File: config.mk
export PLATFORM = sky130hd
export DESIGN_NAME = gp0_axil_fifo_shell
export DESIGN_NICKNAME = d
export VERILOG_FILES = /design/src/rtl/gp0_axil_fifo_shell.sv
export SDC_FILE = /design/constraint.sdc
export NUM_CORES = 1
export LEC_CHECK = 0
export BUFFER_PORTS_ARGS = -buffer_cell sky130_fd_sc_hd__clkbuf_2
export CORE_AREA = 2 2 210 212
export CTS_CLUSTER_DIAMETER = 60
export CTS_CLUSTER_SIZE = 16
export DETAILED_ROUTE_END_ITERATION = 7
export DIE_AREA = 0 0 212 214
export PLACE_DENSITY = 0.54
export SLEW_MARGIN = 20
export SYNTH_ARGS = -nofsm -noshare
export SYNTH_HDL_FRONTEND = slang
export SYNTH_SLANG_ARGS = --single-unit
File: constraint.sdc
create_clock -name aclk -period 3.1 [get_ports aclk]
set_clock_uncertainty 0.1 [all_clocks]
set_input_delay 0.62 -clock aclk [delete_from_list [all_inputs] [get_ports aclk]]
set_output_delay 0.62 -clock aclk [all_outputs]
set_load 0.1 [all_outputs]
File: src/rtl/gp0_axil_fifo_shell.sv
// rtl/gp0_axil_fifo_shell.sv - AXI4-Lite register shell with PS->PL and PL->PS word FIFOs
//
// Purpose: exposes two 32-bit control registers and two small word FIFOs to a
// processor over AXI4-Lite. addr[4:2] selects the target:
//   0 CSR0 (RW, byte-masked)       1 CSR1 (RW, byte-masked)
//   2 ps_to_pl push (WO)           3 ps_to_pl free slots (RO)
//   4 pl_to_ps pop (RO)            5 pl_to_ps occupancy (RO)
//   6-7 unmapped (SLVERR)
//
// Ports:
//   aclk, aresetn               clock, asynchronous active-low reset
//   s00_axi_aw*/w*/b*           AXI4-Lite write address, data and response channels
//   s00_axi_ar*/r*              AXI4-Lite read address and data channels
//   pl_to_ps_data_i/v_i/ready_o PL producer side of the pl_to_ps FIFO (ready-valid)
//   ps_to_pl_data_o/v_o/yumi_i  PL consumer side of the ps_to_pl FIFO (valid-yumi)
//   csr_data_o                  {CSR1, CSR0}

module gp0_axil_fifo_shell #(
   parameter int C_GP0_AXI_DATA_WIDTH = 32,
   parameter int C_GP0_AXI_ADDR_WIDTH = 10,
   parameter int FIFO_ELS             = 4
) (
   input  logic                              aclk,
   input  logic                              aresetn,

   input  logic [C_GP0_AXI_ADDR_WIDTH-1:0]   s00_axi_awaddr,
   input  logic [2:0]                        s00_axi_awprot,
   input  logic                              s00_axi_awvalid,
   output logic                              s00_axi_awready,
   input  logic [C_GP0_AXI_DATA_WIDTH-1:0]   s00_axi_wdata,
   input  logic [C_GP0_AXI_DATA_WIDTH/8-1:0] s00_axi_wstrb,
   input  logic                              s00_axi_wvalid,
   output logic                              s00_axi_wready,
   output logic [1:0]                        s00_axi_bresp,
   output logic                              s00_axi_bvalid,
   input  logic                              s00_axi_bready,
   input  logic [C_GP0_AXI_ADDR_WIDTH-1:0]   s00_axi_araddr,
   input  logic [2:0]                        s00_axi_arprot,
   input  logic                              s00_axi_arvalid,
   output logic                              s00_axi_arready,
   output logic [C_GP0_AXI_DATA_WIDTH-1:0]   s00_axi_rdata,
   output logic [1:0]                        s00_axi_rresp,
   output logic                              s00_axi_rvalid,
   input  logic                              s00_axi_rready,

   input  logic [31:0]                       pl_to_ps_data_i,
   input  logic                              pl_to_ps_v_i,
   output logic                              pl_to_ps_ready_o,

   output logic [31:0]                       ps_to_pl_data_o,
   output logic                              ps_to_pl_v_o,
   input  logic                              ps_to_pl_yumi_i,

   output logic [63:0]                       csr_data_o
);

   localparam int DW = C_GP0_AXI_DATA_WIDTH;
   localparam int PW = (FIFO_ELS > 1) ? $clog2(FIFO_ELS) : 1;
   localparam int CW = PW + 1;
   localparam logic [CW-1:0] DEPTH  = CW'(FIFO_ELS);
   localparam logic [1:0]    OKAY   = 2'b00;
   localparam logic [1:0]    SLVERR = 2'b10;

   typedef enum logic {W_IDLE, W_RESP} w_state_e;
   typedef enum logic {R_IDLE, R_RESP} r_state_e;

   w_state_e w_state, w_next;
   r_state_e r_state, r_next;

   logic          w_hs, ar_hs;
   logic [2:0]    w_idx, r_idx;
   logic [DW-1:0] csr0, csr1;
   logic [DW-1:0] rd_word;
   logic          rd_err;

   // pl_to_ps FIFO (PL pushes, AXI read of addr 4 pops)
   logic [31:0]   p2s_mem [FIFO_ELS];
   logic [PW-1:0] p2s_wp, p2s_rp;
   logic [CW-1:0] p2s_cnt;
   logic          p2s_full, p2s_empty, p2s_push, p2s_pop;

   // ps_to_pl FIFO (AXI write of addr 2 pushes, PL yumi pops)
   logic [31:0]   s2p_mem [FIFO_ELS];
   logic [PW-1:0] s2p_wp, s2p_rp;
   logic [CW-1:0] s2p_cnt;
   logic          s2p_full, s2p_empty, s2p_push, s2p_pop;

   // Only addr[4:2] is decoded; protection bits carry no meaning here.
   logic unused_ok;
   assign unused_ok = ^{s00_axi_awprot, s00_axi_arprot,
                        s00_axi_awaddr[C_GP0_AXI_ADDR_WIDTH-1:5], s00_axi_awaddr[1:0],
                        s00_axi_araddr[C_GP0_AXI_ADDR_WIDTH-1:5], s00_axi_araddr[1:0]};

   assign w_idx = s00_axi_awaddr[4:2];
   assign r_idx = s00_axi_araddr[4:2];

   // ---------------- write channel FSM ----------------
   always_ff @(posedge aclk or negedge aresetn) begin
      if (!aresetn) w_state <= W_IDLE;
      else          w_state <= w_next;
   end

   // aw and w are accepted together so no address/data pairing buffer is needed.
   always_comb begin
      w_next          = w_state;
      s00_axi_awready = 1'b0;
      s00_axi_wready  = 1'b0;
      s00_axi_bvalid  = 1'b0;
      w_hs            = 1'b0;
      case (w_state)
         W_IDLE: begin
            if (aresetn && s00_axi_awvalid && s00_axi_wvalid) begin
               s00_axi_awready = 1'b1;
               s00_axi_wready  = 1'b1;
               w_hs            = 1'b1;
               w_next          = W_RESP;
            end
         end
         W_RESP: begin
            s00_axi_bvalid = 1'b1;
            if (s00_axi_bready) w_next = W_IDLE;
         end
         default: w_next = W_IDLE;
      endcase
   end

   always_ff @(posedge aclk or negedge aresetn) begin
      if (!aresetn) begin
         csr0          <= '0;
         csr1          <= '0;
         s00_axi_bresp <= OKAY;
      end else if (w_hs) begin
         case (w_idx)
            3'd0: begin
               for (int i = 0; i < DW/8; i++)
                  if (s00_axi_wstrb[i]) csr0[8*i +: 8] <= s00_axi_wdata[8*i +: 8];
               s00_axi_bresp <= OKAY;
            end
            3'd1: begin
               for (int i = 0; i < DW/8; i++)
                  if (s00_axi_wstrb[i]) csr1[8*i +: 8] <= s00_axi_wdata[8*i +: 8];
               s00_axi_bresp <= OKAY;
            end
            3'd2:    s00_axi_bresp <= s2p_full ? SLVERR : OKAY;
            default: s00_axi_bresp <= SLVERR;
         endcase
      end
   end

   // ---------------- read channel FSM ----------------
   always_ff @(posedge aclk or negedge aresetn) begin
      if (!aresetn) r_state <= R_IDLE;
      else          r_state <= r_next;
   end

   always_comb begin
      r_next          = r_state;
      s00_axi_arready = 1'b0;
      s00_axi_rvalid  = 1'b0;
      ar_hs           = 1'b0;
      case (r_state)
         R_IDLE: begin
            s00_axi_arready = aresetn;
            if (aresetn && s00_axi_arvalid) begin
               ar_hs  = 1'b1;
               r_next = R_RESP;
            end
         end
         R_RESP: begin
            s00_axi_rvalid = 1'b1;
            if (s00_axi_rready) r_next = R_IDLE;
         end
         default: r_next = R_IDLE;
      endcase
   end

   // Read data is taken from pre-edge state, so a same-cycle CSR write is not
   // visible to the read that shares its edge.
   always_comb begin
      rd_word = '0;
      rd_err  = 1'b0;
      p2s_pop = 1'b0;
      case (r_idx)
         3'd0: rd_word = csr0;
         3'd1: rd_word = csr1;
         3'd3: rd_word = DW'(DEPTH - s2p_cnt);
         3'd4: begin
            if (!p2s_empty) begin
               rd_word = p2s_mem[p2s_rp];
               p2s_pop = ar_hs;
            end else begin
               rd_err  = 1'b1;
            end
         end
         3'd5:    rd_word = DW'(p2s_cnt);
         default: rd_err  = 1'b1;   // 2 is write-only; 6-7 unmapped
      endcase
   end

   always_ff @(posedge aclk or negedge aresetn) begin
      if (!aresetn) begin
         s00_axi_rdata <= '0;
         s00_axi_rresp <= OKAY;
      end else if (ar_hs) begin
         s00_axi_rdata <= rd_word;
         s00_axi_rresp <= rd_err ? SLVERR : OKAY;
      end
   end

   // ---------------- pl_to_ps FIFO ----------------
   assign p2s_full         = (p2s_cnt == DEPTH);
   assign p2s_empty        = (p2s_cnt == '0);
   // Ready depends on stored count only, so a pop never frees a slot in the
   // same cycle; a push to a full FIFO waits one cycle.
   assign pl_to_ps_ready_o = aresetn && !p2s_full;
   assign p2s_push         = pl_to_ps_v_i && pl_to_ps_ready_o;

   always_ff @(posedge aclk or negedge aresetn) begin
      if (!aresetn) begin
         p2s_wp  <= '0;
         p2s_rp  <= '0;
         p2s_cnt <= '0;
      end else begin
         if (p2s_push) p2s_wp <= p2s_wp + PW'(1);
         if (p2s_pop)  p2s_rp <= p2s_rp + PW'(1);
         p2s_cnt <= p2s_cnt + CW'(p2s_push) - CW'(p2s_pop);
      end
   end

   always_ff @(posedge aclk) begin
      if (p2s_push) p2s_mem[p2s_wp] <= pl_to_ps_data_i;
   end

   // ---------------- ps_to_pl FIFO ----------------
   assign s2p_full        = (s2p_cnt == DEPTH);
   assign s2p_empty       = (s2p_cnt == '0);
   assign s2p_push        = w_hs && (w_idx == 3'd2) && !s2p_full;
   assign s2p_pop         = ps_to_pl_yumi_i && !s2p_empty;
   assign ps_to_pl_v_o    = !s2p_empty;
   assign ps_to_pl_data_o = s2p_mem[s2p_rp];

   always_ff @(posedge aclk or negedge aresetn) begin
      if (!aresetn) begin
         s2p_wp  <= '0;
         s2p_rp  <= '0;
         s2p_cnt <= '0;
      end else begin
         if (s2p_push) s2p_wp <= s2p_wp + PW'(1);
         if (s2p_pop)  s2p_rp <= s2p_rp + PW'(1);
         s2p_cnt <= s2p_cnt + CW'(s2p_push) - CW'(s2p_pop);
      end
   end

   always_ff @(posedge aclk) begin
      if (s2p_push) s2p_mem[s2p_wp] <= s00_axi_wdata[31:0];
   end

   assign csr_data_o = {csr1[31:0], csr0[31:0]};

endmodule

==> impl_metrics.toml <==
[sta]
rsz0062_at_grt = "false"
fin_hold_ws_ns = 0.135
slew_viol_final = 0
final_hold_viol_count = 0
tns_ns = 0
post-route-period-util_pct = 93.6
layout_min_cycle_time_ns = 2.90
fmax_ghz = 0.344
maxSlewHeadroom_pct = 45.3
finalSetupViolCount = 0
tightest_slew_ns = 0.818

[drt]
wl_per_cell_microns = 21.8
drc = 0
via_per_inst = 4.82
drtIter0Drc = 585
vias = 7876
drt-total-wl_microns = 35600
drtPass1Iterations = 4
ant_nets = 0

[clock_network]
numCtsBuffers = 36
clock-sinks = 370
cts_tree = "built"
htree_levels = 2
cts_buffer_depth = 3
path_clk_slew_ns = 0.07
cts_setup_buffers = 0
cts-root-buf = "clkbuf_16"
cts-resized-gates = 0
worst_skew_pair.late_latency_ns = 0.52

[critical_path]
endpoint_kind = "output pin"
critPathMaxStageDelay_ns = 0.58
r2r_setup_slack_ns = 0.55
crit_fanout = 21
slowest_stage = "dfrtp_2"
r2r-end = "p2s_cnt[2]"
reg2reg_depth = 11
cp_data_arrival_time_ns = 2.18
cp.depth = 3
crit_type = "reg2out"
crit_chain = "buf_12 -> mux4_2 -> buf_12"
crit_buf_inv = 2
crit_top_cell = "buf_12"
startpoint_type = "flop"
crit_family = "flip-flops"
r2r_start = "p2s_cnt[1]"
cp.required_ns = 2.38

[pwr]
p_sw_uw = 6850
comb_power_share_pct = 39.3
intPower_uw = 10200
leakage_uw = 0.00717
pwr-share-seq_pct = 35.7
p_sw_share_pct = 40.1
vdd_drop_max_mv = 0.606
p_clk_share_pct = 24.9
p_per_area_mw_per_mm2 = 924

[global_routing]
grt_start_max_net_pins = 54
grt_first_pass_wirelength_microns = 53600
grt_use_total_pct = 15.9
antenna_found_initial = 4
grt_pass1_vias = 8204
gr-total-overflow = 0

[job]
cap_violations = 0

[cells_and_area]
seq_area_sq_mm = 0.0105
final_common_cell = "edfxtp_1"
mostFrequentLayoutCells = "256 x edfxtp_1, 183 x clkbuf_2, 112 x dfrtp_1"
fill_cells = 3867
drive_gt1_share_pct = 47.6
finalNetCount = 1143
multi_input_area_sq_mm = 0.00410
area_growth_pct = 23.7

[synth]
synth_area_sq_mm = 0.0150
synth_cell_types = 48
synth-adder-area-share_pct = 1.61
synth-seq-cells = 370
synthXorXnorAreaFrac_pct = 0.527
ys_seq_area_share_pct = 70.5
yosys_warnings = 0
synth_compound_area_share_pct = 4.75
synth.avg_cell_area_sq_um = 19.2
synth-simple-area-share_pct = 3.33
postSynthCellCount = 779
synth_top_family_by_area = "multiplexers"
synthMuxAreaShare_pct = 17.0

[floorplan]
num_rows = 76
num_io_pins = 242
core-area_sq_mm = 0.0429
die_w_microns = 212
die_h_microns = 214
die-area_sq_mm = 0.0454
initial_core_util_pct = 34.9

[placed_design]
portBuffers = 219
gp_congestion = 0.773
hpwl_microns = 24700

[hold_path]
hp-class = "in2async"

[status]
status = "completed"
## cell usage after synthesis, drive strengths merged
library cell    n  area share (%)
xor2            3            0.18
buf            27             1.3
mux4           64             9.7
mux2           94             7.1
nor2b           2           0.084
and3            4            0.17
conb            1           0.025
dfrtp         114              19
ha             16             1.3
o32ai           2            0.12
a21boi          1           0.050
nand3b          2            0.10
and3b           1           0.059
and4b           2            0.13
nand2b          2           0.084
a22o            1           0.059
nor2            4            0.10
o21ai          34             1.1
and2            5            0.21
a2111oi         1            0.18
nand3           8            0.84
clkbuf         17            0.44
a21oi           9            0.30
nor3            2            0.18
a21o            3            0.15
fa              2            0.27
nor3b           1            0.13
nor4            2            0.18
a221oi         31             2.7
xnor2           6            0.35
edfxtp        256              51
mux2i           3            0.20
inv            19            0.48
o22a            1           0.059
nor4b           1            0.10
nand2          37            0.93
or2             1           0.042
## worst max-delay path by stage
stage                                to  slack (ns)      start
floorplan                 s2p_mem[0][0]        0.13    w_state
global placement             p2s_cnt[2]        0.32    aresetn
detailed placement           p2s_cnt[2]        0.30    aresetn
CTS                 ps_to_pl_data_o[14]        0.10  s2p_rp[0]
global route        ps_to_pl_data_o[14]        0.06  s2p_rp[0]
finish              ps_to_pl_data_o[14]        0.20  s2p_rp[0]
## registers in the layout, summed over array words and instances, names as in the netlist, 3 cells and up
name / cells
p2s_mem: 128
s2p_mem: 128
csr0: 32
csr1: 32
s00_axi_rdata: 32
p2s_cnt: 3
s2p_cnt: 3
## layer usage
| layer | GRT usage [%] | part of all wire (%) | vias up |
|---|---|---|---|
| met5 | 0 | 0.031 | - |
| met4 | 4.62 | 2.3 | 2 |
| met3 | 3.50 | 5.2 | 48 |
| met2 | 24.6 | 47 | 190 |
| met1 | 22.6 | 45 | 4065 |
| li1 | - | - | 3571 |
## stage by stage
step / setup WS (ns) / std cells / power [uW] / util [%] / cell area [sq um]
2_1_floorplan: 0.132 / 780 / 11000 / - / 15000
3_3_place_gp: 0.322 / 1568 / 13000 / 40.4 / 17300
3_5_place_dp: 0.298 / 1568 / 13000 / 40.4 / 17300
4_1_cts: 0.104 / 1633 / 17300 / 43.1 / 18500
5_1_grt: 0.0615 / 1633 / 17800 / 43.1 / 18500
6_report: 0.197 / 1634 / 17100 / 43.1 / 18500
## power groups by stage
stage | logic (uW) | registers (uW) | clock network, uW
final | 6720 | 6110 | 4260
after global routing | 7030 | 6170 | 4600
after CTS | 6830 | 6120 | 4390
after detailed placement | 6820 | 6220 | 0
after global placement | 6790 | 6210 | 0
after floorplan | 3700 | 7320 | 0
## cell families (layout without fill, tap and decap cells)
| family | count (synthesis) | in the layout |
|---|---|---|
| compound gates | 83 | 83 |
| xor+xnor | 9 | 9 |
| fa+ha+maj | 18 | 18 |
| buf+inv | 63 | 331 |
| flops | 370 | 370 |
| mux | 161 | 161 |
| other cells | 1 | 3 |
| simple gates | 74 | 74 |
## cell type report
type | count | share of cell area [%]
inverters | 19 | 0.386
clock inverters | 19 | 0.940
clock buffers | 45 | 5.22
well taps | 585 | 3.96
flip-flops and latches | 370 | 57.0
diodes | 1 | 0.0135
repair buffers | 248 | 10.3
multi-input cells | 347 | 22.2
## what timing repair did
action	4_1_cts	5_1_grt
hold buffers	1	0
hold endpoints to repair	3	0
endpoints found under the setup margin	0	0
Note: power is estimated with default switching activity, not from simulation.
